File: config.mk
export PLATFORM = sky130hd
export DESIGN_NAME = fetch_unit
export DESIGN_NICKNAME = d
export VERILOG_FILES = /design/src/rtl/fetch_unit.sv
export SDC_FILE = /design/constraint.sdc
export NUM_CORES = 1
export LEC_CHECK = 0
export ABC_AREA = 0
export CORE_ASPECT_RATIO = 1.25
export CORE_MARGIN = 2
export CORE_UTILIZATION = 40
export DETAILED_ROUTE_END_ITERATION = 6
export MAX_ROUTING_LAYER = met4
export PLACE_DENSITY = 0.72
export SLEW_MARGIN = 5
export SYNTH_ARGS = -nofsm -noshare
export SYNTH_HDL_FRONTEND = slang
export SYNTH_SLANG_ARGS = --single-unit
File: constraint.sdc
create_clock -name clk -period 3.52 [get_ports clk]
set_clock_uncertainty 0.2 [all_clocks]
set_input_delay 0.704 -clock clk [delete_from_list [all_inputs] [get_ports clk]]
set_output_delay 0.704 -clock clk [all_outputs]
set_load 0.005 [all_outputs]
File: src/rtl/fetch_unit.sv
// Instruction fetch stage: owns the PC and runs a req/ack handshake with instruction memory.
// Optional macro FETCH_INSTRET_EN adds the retired-instruction counter output `instret`.
//
// state | meaning
// ------+-----------------------------------------------------------------
// IDLE  | bubble cycle after reset release, outputs at reset values
// FETCH | imem_req=1 with imem_addr=pc, waiting for imem_ack
// EXEC  | instr/pc held stable for the datapath; stall extends the cycle
module fetch_unit #(
    parameter int              WD       = 32,
    parameter logic [WD-1:0]   PC_RESET = '0
) (
    input  logic          clk,
    input  logic          rst,
    output logic          imem_req,
    output logic [WD-1:0] imem_addr,
    input  logic          imem_ack,
    input  logic [WD-1:0] imem_rdata,
    input  logic          branch_take,
    input  logic [WD-1:0] IMM,
    input  logic          stall,
    output logic [WD-1:0] instr,
    output logic          instr_valid,
    output logic [WD-1:0] pc
`ifdef FETCH_INSTRET_EN
    ,
    output logic [WD-1:0] instret
`endif
);

    typedef enum logic [1:0] {IDLE, FETCH, EXEC} state_t;

    localparam logic [WD-1:0] ALIGN_MASK = ~WD'(3);
    localparam logic [WD-1:0] PC_INIT    = PC_RESET & ALIGN_MASK;

    state_t        state;
    logic [WD-1:0] br_target;

    // Branch targets are word-aligned regardless of the offset's low bits.
    always_comb begin
        br_target = (pc + IMM) & ALIGN_MASK;
    end

    assign imem_req  = (state == FETCH);
    assign imem_addr = imem_req ? pc : '0;

    always_ff @(posedge clk or posedge rst) begin
        if (rst) begin
            state       <= IDLE;
            pc          <= PC_INIT;
            instr       <= '0;
            instr_valid <= 1'b0;
`ifdef FETCH_INSTRET_EN
            instret     <= '0;
`endif
        end else begin
            case (state)
                IDLE: begin
                    state <= FETCH;
                end
                FETCH: begin
                    if (imem_ack) begin
                        instr       <= imem_rdata;
                        instr_valid <= 1'b1;
                        state       <= EXEC;
                    end
                end
                EXEC: begin
                    if (!stall) begin
                        pc          <= branch_take ? br_target : pc + WD'(4);
                        instr_valid <= 1'b0;
                        state       <= FETCH;
`ifdef FETCH_INSTRET_EN
                        instret     <= instret + WD'(1);
`endif
                    end
                end
                default: begin
                    state <= IDLE;
                end
            endcase
        end
    end

endmodule
# Word-level counts from Yosys, hierarchy flattened
# Cells that the tools add are included.
dict set report totals {
  elab_cells 25
  mem_count 0
  mem_bits_ro 0
  out_inout_bits 98
  input_bits 69
  mem_bits_rw 0
  latch_bits 0
  reg_bits 67
}
dict set report classes {
  muxes 8
  add_sub_neg 2
  eq_ne 4
  multipliers 0
  order_cmp 0
  n_reduce_logical 6
  bitwise_logic 1
  n_shift 0
  div_mod_pow 0
}
# cell n
set op_table {}
lappend op_table {{32-bit 2-to-1 mux} 2}
lappend op_table {{32-bit by 3-bit adder with 32-bit output, second input constant} 1}
lappend op_table {{32-bit adder} 1}
lappend op_table {{2-bit one-hot mux with 3 select lines} 1}
lappend op_table {{2-bit AND reduction} 3}
lappend op_table {{2-bit 2-to-1 mux} 2}
lappend op_table {{3-bit AND reduction} 1}
lappend op_table {{2-bit by 1-bit equality test with 1-bit output, second input constant} 1}
lappend op_table {{2-bit equality test, second input constant} 1}
lappend op_table {{2-bit zero test} 1}
lappend op_table {{1-bit 2-to-1 mux} 2}
lappend op_table {{2-bit by 1-bit != test with 1-bit output, second input constant} 1}
lappend op_table {{2-bit != test, second input constant} 1}
lappend op_table {{1-bit one-hot mux with 2 select lines} 1}
lappend op_table {{2-bit nonzero test} 1}
lappend op_table {{1-bit inverter} 1}

# Logic depth before layout (Yosys ltp)
# Gate-level depths: netlist of the first run.
dict set report logic_depth {
  word_depth 3
  mapped_depth 11
  depth_no_buf 10
}

# Least setup slack after synthesis of the first run
# No wires, ideal clock.
dict set report synth_timing {
  kind {input to register}
  from {input port IMM[14]}
  to {register pc[30]}
  stages 9
  required_time_ps 3187
  path_buffers 0
  setup_time_ps 133
  t_arrival_ps 2714
  path_slack_ps 473
  cell_sequence {ha_1 -> and3_4 -> and3_4 -> a22o_1 -> a211o_4 -> a21bo_4 -> a211oi_4 -> mux2i_1 -> nand4_1}
}
dict set report synth_via {
  elab_chain_len 2
}
# item line
set synth_rtl {}
lappend synth_rtl {{from (decl)} 20} ;# input logic [WD-1:0] IMM,
lappend synth_rtl {{32-bit adder} 41} ;# br_target = (pc + IMM) & ALIGN_MASK;
lappend synth_rtl {{32-bit 2-to-1 mux} 70} ;# pc <= branch_take ? br_target : pc + WD'(4);
lappend synth_rtl {{to (signal assigned)} 70}
lappend synth_rtl {{to (decl)} 24} ;# output logic [WD-1:0] pc
# No other way between the ends.
# A chain may end at the register's enable or synchronous reset.

# Final worst setup path of the first run
dict set report layout_timing {
  from {input port IMM[10]}
  to {register pc[30]}
}
# Same word-level chain as after synthesis.

==> results.md, run 1 <==
| Quantity | Reported | Unit |
|---|---|---|
| Result of the run | complete, no violations | - |
| Footprint of the multi-input gates | 2970 | µm² |
| Max Buffers Root-to-Sink | 2 | - |
| Core Area | 11600 | µm² |
| Maximum vdd ir drop | 0.000407 | V |
| Insertion delay of the later-clocked pin in the worst-skew pair | 0.33 | ns |
| Initial core utilization | 40.8 | % |
| Worst endpoint required time | 3.53 | ns |
| Vias in the first global route | 4560 | - |
| Number of pins exceeding their max-slew limit in the final report | 0 | - |
| Buffers plus inverters on the worst setup path | 1 | - |
| Delay contributed by the slowest stage of the critical path | 0.41 | ns |
| CP endpoint kind | flip-flop | - |
| Overall power | 5.89 | mW |
| Worst relative slew slack | 50.8 | % |
| Post-detailed-route via-to-cell ratio | 5.35 | - |
| Commonest non-fill, non-tap cells in the layout | 159 x sky130_fd_sc_hd__clkdlybuf4s50_1, 65 x sky130_fd_sc_hd__dfrtp_1, 52 x sky130_fd_sc_hd__a21oi_1 | - |
| Clock tree from TritonCTS | built | - |
| Number of antenna violations at the first check in global routing | 0 | - |
| Setup Fix Bufs, Post-CTS | 0 | - |
| Worst min-delay path class | reg -> reg | - |
| Overall routed net length | 13300 | µm |
| Max Fanout on Critical Path | 6 | - |
| Standard cell area after detailed placement | 6650 | µm² |
| Pin count of the biggest net entering global routing | 63 | - |
| Endpoint arrival time on the critical path | 3.33 | ns |
| Io pins | 167 | - |
| Total Negative Setup Slacks | 0 | ns |
| Count of hold buffers inserted by post-cts repair | 0 | - |
| Syn avg cell area | 9.09 | µm² |
| Most common library cell in the layout ignoring fill and taps | sky130_fd_sc_hd__clkdlybuf4s50_1 | - |
| Maximum frequency from static timing analysis | 0.301 | GHz |
| GRT Residual Overflow | 0 | - |
| Flip-flop and latch area | 1630 | µm² |
| Setup repair after global routing missed its margin | false | - |
| Count of flip-flops with a built-in enable after synthesis | 0 | - |
| Area overhead of the layout relative to synthesis | 46.6 | % |
| Die width | 101 | µm |
| Fraction of registers with async set or reset after synthesis | 100 | % |
| Cell Count Post-Placement | 845 | - |
| Starting DRT DRC Count | 244 | - |
| Power per standard cell area | 847 | nW/µm² |
| DIE AREA | 12800 | µm² |
| Max stage delay cell, worst path | sky130_fd_sc_hd__clkdlybuf4s50_1 | - |
| Master cell of the clock root buffer | sky130_fd_sc_hd__clkbuf_16 | - |
| Final antenna-violating net count | 0 | - |
| Critical Setup Path Class | in -> reg | - |
| Crit share post-route | 94.3 | % |
| Number of synthesized register bits | 65 | - |
| Gr usage total | 21.6 | % |
| Share of synthesized area occupied by flip-flops and latches | 34.3 | % |
| CTS resizes | 0 | - |
| Iteration count of the initial detailed-routing pass | 5 | - |
| TritonCTS Buffers | 9 | - |
| CTS H-tree lvls | 3 | - |
| Setup violations, final | 0 | - |
| HPWL Detailed | 10200 | µm |
| Startpoint class of the critical path | primary input | - |
| Post-Syn Area | 4740 | µm² |
| PortBufs | 160 | - |
| Final weighted congestion of routability-driven global placement | 0.965 | - |
| First-pass GRT wire length | 21800 | µm |
| Kind of cell with the highest combined delay on the critical path | compound AO/OA/AOI/OAI gates | - |
| Ys Warns | 0 | - |
| Instance count of the mapped netlist | 522 | - |
| Max-capacitance violation count | 0 | - |
| Ys flop type | sky130_fd_sc_hd__dfrtp_1 | - |
| Crit path time final | 3.32 | ns |
| Number of placement rows | 44 | - |
| Fraction of post-synthesis cell area in the top cell type by area | 34.3 | % |
| Standby leakage power | 2.96 | nW |
| Clock sink count | 65 | - |
| Total via count after detailed routing | 4610 | - |
| Filler Cell Count | 988 | - |
| Fraction of layout cells with a size suffix above 1 | 13.4 | % |
| Ordered cell list for the critical path | clkdlybuf4s50_1 > ha_1 > a21oi_1 > o21ai_0 > a22o_1 > a211o_4 > a21bo_4 > a211oi_4 > mux2i_1 > nand4_1 | - |
| # nets final | 798 | - |
| Layout Cell Area excl Fill | 6960 | µm² |
| Final cell count without fillers | 861 | - |
| Number of distinct library cells after synthesis | 62 | - |
| Tightest Pin Transition | 0.736 | ns |
| Clock-pin slew on the worst setup and hold paths | 0.06 | ns |
| Dominant cell type by area after synthesis | sky130_fd_sc_hd__dfrtp_1 | - |
| Post-detailed-route DRC marker count | 0 | - |
| Cell types with the largest area share after synthesis | sky130_fd_sc_hd__dfrtp_1 34%, sky130_fd_sc_hd__ha_1 9.0%, sky130_fd_sc_hd__mux2_2 7.8% | - |
| Die boundary height | 126 | µm |
| Routed length per instance | 15.5 | µm |
| Number of hold violations in the final report | 0 | - |
| Count of antenna diodes in the layout | 0 | - |
kinds of logic (layout without fill, tap and decap cells):
| logic type | Yosys count | after routing | share of synthesized area [%] |
|---|---|---|---|
| XOR/XNOR | 19 | 19 | 3.51 |
| AO/OA/AOI/OAI | 162 | 162 | 22.3 |
| adder cells (fa/ha/maj) | 34 | 34 | 8.97 |
| multiplexers | 37 | 37 | 8.68 |
| other | 1 | 4 | 0.0790 |
| buffers and inverters | 39 | 214 | 3.45 |
| flip-flops | 65 | 65 | 34.3 |
| AND/OR/NAND/NOR | 165 | 165 | 18.7 |
through the flow:
| step | util, % | hold slack, ns | setup WS, ns |
|---|---|---|---|
| 6_report | 59.9 | 0.292 | 0.200 |
| 3_5_place_dp | 57.2 | 0.284 | -0.110 |
| 3_3_place_gp | 57.2 | 0.276 | -0.0870 |
| 4_1_cts | 59.9 | 0.292 | 0.204 |
| 5_1_grt | 59.9 | 0.315 | 0.0899 |
| 2_1_floorplan | - | 0.277 | 0.473 |
registers in the layout (all words and copies together) (netlist names):
| signal | flops |
|---|---|
| state | 2 |
| pc | 30 |
| instr_valid | 1 |
| instr | 32 |
final timing paths:
kind / cells past startpoint / from / end / slack (ns)
worst max register to register: 9 / pc[12] / pc[30] / 0.54
max in group asynchronous: 3 / rst / instr[10] / 1.83
worst min register to register: 1 / pc[31] / pc[31] / 0.29
worst max-delay path: 10 / IMM[10] / pc[30] / 0.20
min in group asynchronous: 2 / rst / instr[13] / 0.63
worst min-delay path: 1 / pc[31] / pc[31] / 0.29
per-layer routing:
metal | share of wire, % | up-vias | GRT usage, %
li1 | - | 2258 | -
met1 | 41 | 2172 | 25.3
met2 | 51 | 161 | 36.7
met3 | 5.8 | 19 | 4.72
met4 | 1.9 | 0 | 6.84
met5 | 0 | - | -
cell usage after synthesis, drive strengths merged, types with 3 or more instances:
cell type	count
o22a	4
clkbuf	20
o21bai	3
a31oi	10
dfrtp	65
nor2b	4
nand4	9
ha	34
a21o	12
mux2i	4
a211o	4
buf	9
nand3	7
o21a	5
a21oi	52
inv	10
a32oi	3
mux2	33
xnor2	13
o21ai	39
nor3b	5
nand2	30
nor2	37
xor2	6
nand2b	4
a41oi	4
and2	36
nor3	7
and3	17
a311oi	3
a31o	5
where the power goes:
group	switching (mW)	internal, mW	leakage (nW)	total [mW]
registers	0.365	1.12	0.768	1.48
clock network	0.347	0.568	0.145	0.915
logic	1.47	2.03	2.05	3.49
area by class of cell:
| class | count | share of cell area [%] |
|---|---|---|
| clock buffers | 10 | 3.44 |
| clock inverters | 6 | 0.971 |
| inverters | 10 | 0.540 |
| multi-input cells | 421 | 42.6 |
| flip-flops and latches | 65 | 23.4 |
| well taps | 161 | 2.90 |
| repair buffers | 188 | 26.2 |
worst reg2reg max path, cell delays in order (launching register included):
cell,delay [ns]
sky130_fd_sc_hd__dfrtp_1,0.47
sky130_fd_sc_hd__ha_1,0.35
sky130_fd_sc_hd__a21oi_1,0.21
sky130_fd_sc_hd__o21ai_0,0.16
sky130_fd_sc_hd__a22o_1,0.30
sky130_fd_sc_hd__a211o_4,0.36
sky130_fd_sc_hd__a21bo_4,0.25
sky130_fd_sc_hd__a211oi_4,0.25
sky130_fd_sc_hd__mux2i_1,0.21
sky130_fd_sc_hd__nand4_1,0.11
No activity file was read; power rests on OpenSTA's default activity.
==> run 2, diff against run 1 <==
--- a/config.mk
+++ b/config.mk
@@ -6,13 +6,13 @@
 export NUM_CORES = 1
 export LEC_CHECK = 0
 export ABC_AREA = 0
+export CAP_MARGIN = 10
 export CORE_ASPECT_RATIO = 1.25
 export CORE_MARGIN = 2
 export CORE_UTILIZATION = 40
 export DETAILED_ROUTE_END_ITERATION = 6
 export MAX_ROUTING_LAYER = met4
 export PLACE_DENSITY = 0.72
-export SLEW_MARGIN = 5
 export SYNTH_ARGS = -nofsm -noshare
 export SYNTH_HDL_FRONTEND = slang
 export SYNTH_SLANG_ARGS = --single-unit
==> results of run 2 <==
The final DEF is identical to that of run 1; final timing and power are the same.
==> run 3, diff against run 2 <==
--- a/config.mk
+++ b/config.mk
@@ -10,8 +10,8 @@
 export CORE_ASPECT_RATIO = 1.25
 export CORE_MARGIN = 2
 export CORE_UTILIZATION = 40
+export CTS_CLUSTER_SIZE = 25
 export DETAILED_ROUTE_END_ITERATION = 6
-export MAX_ROUTING_LAYER = met4
 export PLACE_DENSITY = 0.72
 export SYNTH_ARGS = -nofsm -noshare
 export SYNTH_HDL_FRONTEND = slang
==> results.md, run 3 (same netlist as run 1, synthesis figures left out) <==
| Quantity | Reported | Unit | Delta |
|---|---|---|---|
| Result of the run | complete, no violations | - |  |
| Number of antenna violations at the first check in global routing | 0 | - | unchanged |
| Insertion delay of the later-clocked pin in the worst-skew pair | 0.33 | ns | about the same |
| Max Fanout on Critical Path | 6 | - | unchanged |
| Setup repair after global routing missed its margin | false | - |  |
| Count of antenna diodes in the layout | 0 | - | unchanged |
| Max-capacitance violation count | 0 | - | unchanged |
| Filler Cell Count | 996 | - | +0.81% |
| Initial core utilization | 40.8 | % | unchanged |
| Clock sink count | 65 | - | unchanged |
| TritonCTS Buffers | 9 | - | unchanged |
| Number of placement rows | 44 | - | unchanged |
| Total Negative Setup Slacks | 0 | ns | unchanged |
| Count of hold buffers inserted by post-cts repair | 0 | - | unchanged |
| Master cell of the clock root buffer | sky130_fd_sc_hd__clkbuf_16 | - |  |
| Critical Setup Path Class | in -> reg | - |  |
| Endpoint of the worst register-to-register path | pc[21] | - |  |
| Maximum frequency from static timing analysis | 0.305 | GHz | +1.3% |
| Vias in the first global route | 4605 | - | +0.99% |
| Endpoint arrival time on the critical path | 3.28 | ns | -0.05 ns |
| Setup violations, final | 0 | - | unchanged |
| Post-detailed-route via-to-cell ratio | 5.30 | - | -0.95% |
| Largest registers in the final layout | instr (32), pc (30), state (2) | - |  |
| Post-Route Hold Slack | 0.293 | ns | +0.00116 ns |
| Core Area | 11600 | µm² | unchanged |
| Cell type with the highest occurrence count on the critical path | sky130_fd_sc_hd__a21oi_1 | - |  |
| Ordered cell list for the critical path | clkdlybuf4s50_1 > ha_1 > a21oi_1 > o21ai_0 > a22o_1 > a211o_4 > a21bo_4 > buf_4 > a21oi_1 > xor2_1 > a21oi_1 | - |  |
| Final cell count without fillers | 860 | - | -0.12% |
| Gr usage total | 20.9 | % | -0.70 points |
| Area overhead of the layout relative to synthesis | 47.3 | % |  |
| Met3 track demand over resource in global routing | 3.66 | % | -1.1 points |
| Worst endpoint required time | 3.52 | ns | about the same |
| Largest register by flop count | instr | - |  |
| CTS H-tree lvls | 3 | - | unchanged |
| Routed length per instance | 15.5 | µm | +0.28% |
| Tightest Pin Transition | 0.737 | ns | +0.000304 ns |
| Crit path time final | 3.28 | ns | -0.0415 ns |
| Buffers plus inverters on the worst setup path | 2 | - | +1 |
| Final weighted congestion of routability-driven global placement | 0.972 | - | +0.73% |
| Layout Cell Area excl Fill | 6990 | µm² | +0.45% |
| Number of hold violations in the final report | 0 | - | unchanged |
| Worst slack after detailed placement | -0.0832 | ns | +0.0266 ns |
| Overall power | 5.99 | mW | +1.8% |
| Max Buffers Root-to-Sink | 2 | - | unchanged |
| Global-route track usage on met1 | 24.2 | % | -1.1 points |
| Maximum vdd ir drop | 0.000384 | V | -5.7% |
| Standby leakage power | 2.98 | nW | +0.55% |
| Power per standard cell area | 858 | nW/µm² | +1.3% |
| # nets final | 797 | - | -0.13% |
| Total via count after detailed routing | 4561 | - | -1.1% |
| Max stage delay cell, worst path | sky130_fd_sc_hd__clkdlybuf4s50_1 | - |  |
| Start of the worst register-to-register path | pc[12] | - |  |
| Pin count of the biggest net entering global routing | 63 | - | unchanged |
| Worst relative slew slack | 50.8 | % | about the same |
| Post-detailed-route DRC marker count | 0 | - | unchanged |
| Starting DRT DRC Count | 185 | - | -24% |
| Utilization after layout | 60.2 | % | +0.27 points |
| Path depth of the worst reg2reg path | 10 | - | +1 |
| CP endpoint kind | flip-flop | - |  |
| PortBufs | 160 | - | unchanged |
| Delay contributed by the slowest stage of the critical path | 0.41 | ns | about the same |
| Number of pins exceeding their max-slew limit in the final report | 0 | - | unchanged |
| Cell Count Post-Placement | 844 | - | -0.12% |
| Worst min-delay path class | reg -> reg | - |  |
| Most common library cell in the layout ignoring fill and taps | sky130_fd_sc_hd__clkdlybuf4s50_1 | - |  |
| Timing startpoint of the critical path | IMM[10] | - |  |
| Startpoint class of the critical path | primary input | - |  |
| Die boundary height | 126 | µm | unchanged |
| Commonest non-fill, non-tap cells in the layout | 159 x sky130_fd_sc_hd__clkdlybuf4s50_1, 65 x sky130_fd_sc_hd__dfrtp_1, 52 x sky130_fd_sc_hd__a21oi_1 | - |  |
| Crit share post-route | 93.2 | % | -1.2 points |
| Reg-to-reg setup timing slack | 0.59 | ns | +0.05 ns |
| Number of flip-flops under the largest register name | 32 | - | unchanged |
| Clock-pin slew on the worst setup and hold paths | 0.05 | ns | about the same |
| Iteration count of the initial detailed-routing pass | 5 | - | unchanged |
| End point of the critical path | pc[21] | - |  |
| Met2 GRT Util | 37.3 | % | +0.58 points |
| Gr busiest metal | met2 | - |  |
| CTS resizes | 0 | - | unchanged |
| Standard cell area after detailed placement | 6640 | µm² | -0.11% |
| Setup Fix Bufs, Post-CTS | 0 | - | unchanged |
| Overall routed net length | 13300 | µm | +0.17% |
| Io pins | 167 | - | unchanged |
| HPWL Detailed | 10200 | µm | -0.16% |
| Worst setup margin | 0.241 | ns | +0.0415 ns |
| Clock tree from TritonCTS | built | - |  |
| Kind of cell with the highest combined delay on the critical path | compound AO/OA/AOI/OAI gates | - |  |
| Die width | 101 | µm | unchanged |
| Final antenna-violating net count | 0 | - | unchanged |
| DIE AREA | 12800 | µm² | unchanged |
| GRT Residual Overflow | 0 | - | unchanged |
| First-pass GRT wire length | 21700 | µm | -0.19% |
| CP Depth | 11 | - | +1 |
| Fraction of layout cells with a size suffix above 1 | 13.2 | % | -0.27 points |
## run 3: changes by cell type in the layout (fill, tap and decap cells not counted), sizes merged
cell and change:
bufinv +2, clkinv -2, buf -1, clkbuf +1
clkinvlp -1
## run 3: worst min-delay path by stage
stage	to	slack [ns]	cells past startpoint	startpoint
5_1_grt	instr[0]	0.31	1	instr[0]
6_report	pc[31]	0.29	1	pc[31]
4_1_cts	pc[31]	0.29	1	pc[31]
2_1_floorplan	pc[31]	0.28	1	pc[31]
3_3_place_gp	pc[31]	0.28	1	pc[31]
3_5_place_dp	pc[31]	0.28	1	pc[31]
## run 3: routing by layer
metal	up-vias	wire (µm)
met2	152	6850
met5	-	0
met1	2130	5450
li1	2253	-
met3	26	681
met4	0	352
## run 3: final cells by class
type	instances	area [µm²]	area share [%]
Clock buffer	11	243	3.47
Clock inverter	5	103	1.47
Inverter	10	37.5	0.537
Multi-Input combinational cell	421	2970	42.4
Sequential cell	65	1630	23.3
Tap cell	161	201	2.88
Timing Repair Buffer	187	1810	25.9
## run 3: power by group
part | total, mW | leakage, nW | internal, mW | switching, mW
Sequential | 1.50 | 0.768 | 1.12 | 0.380
Clock | 1.03 | 0.166 | 0.709 | 0.319
Combinational | 3.47 | 2.04 | 2.02 | 1.45
Total | 5.99 | 2.98 | 3.85 | 2.15
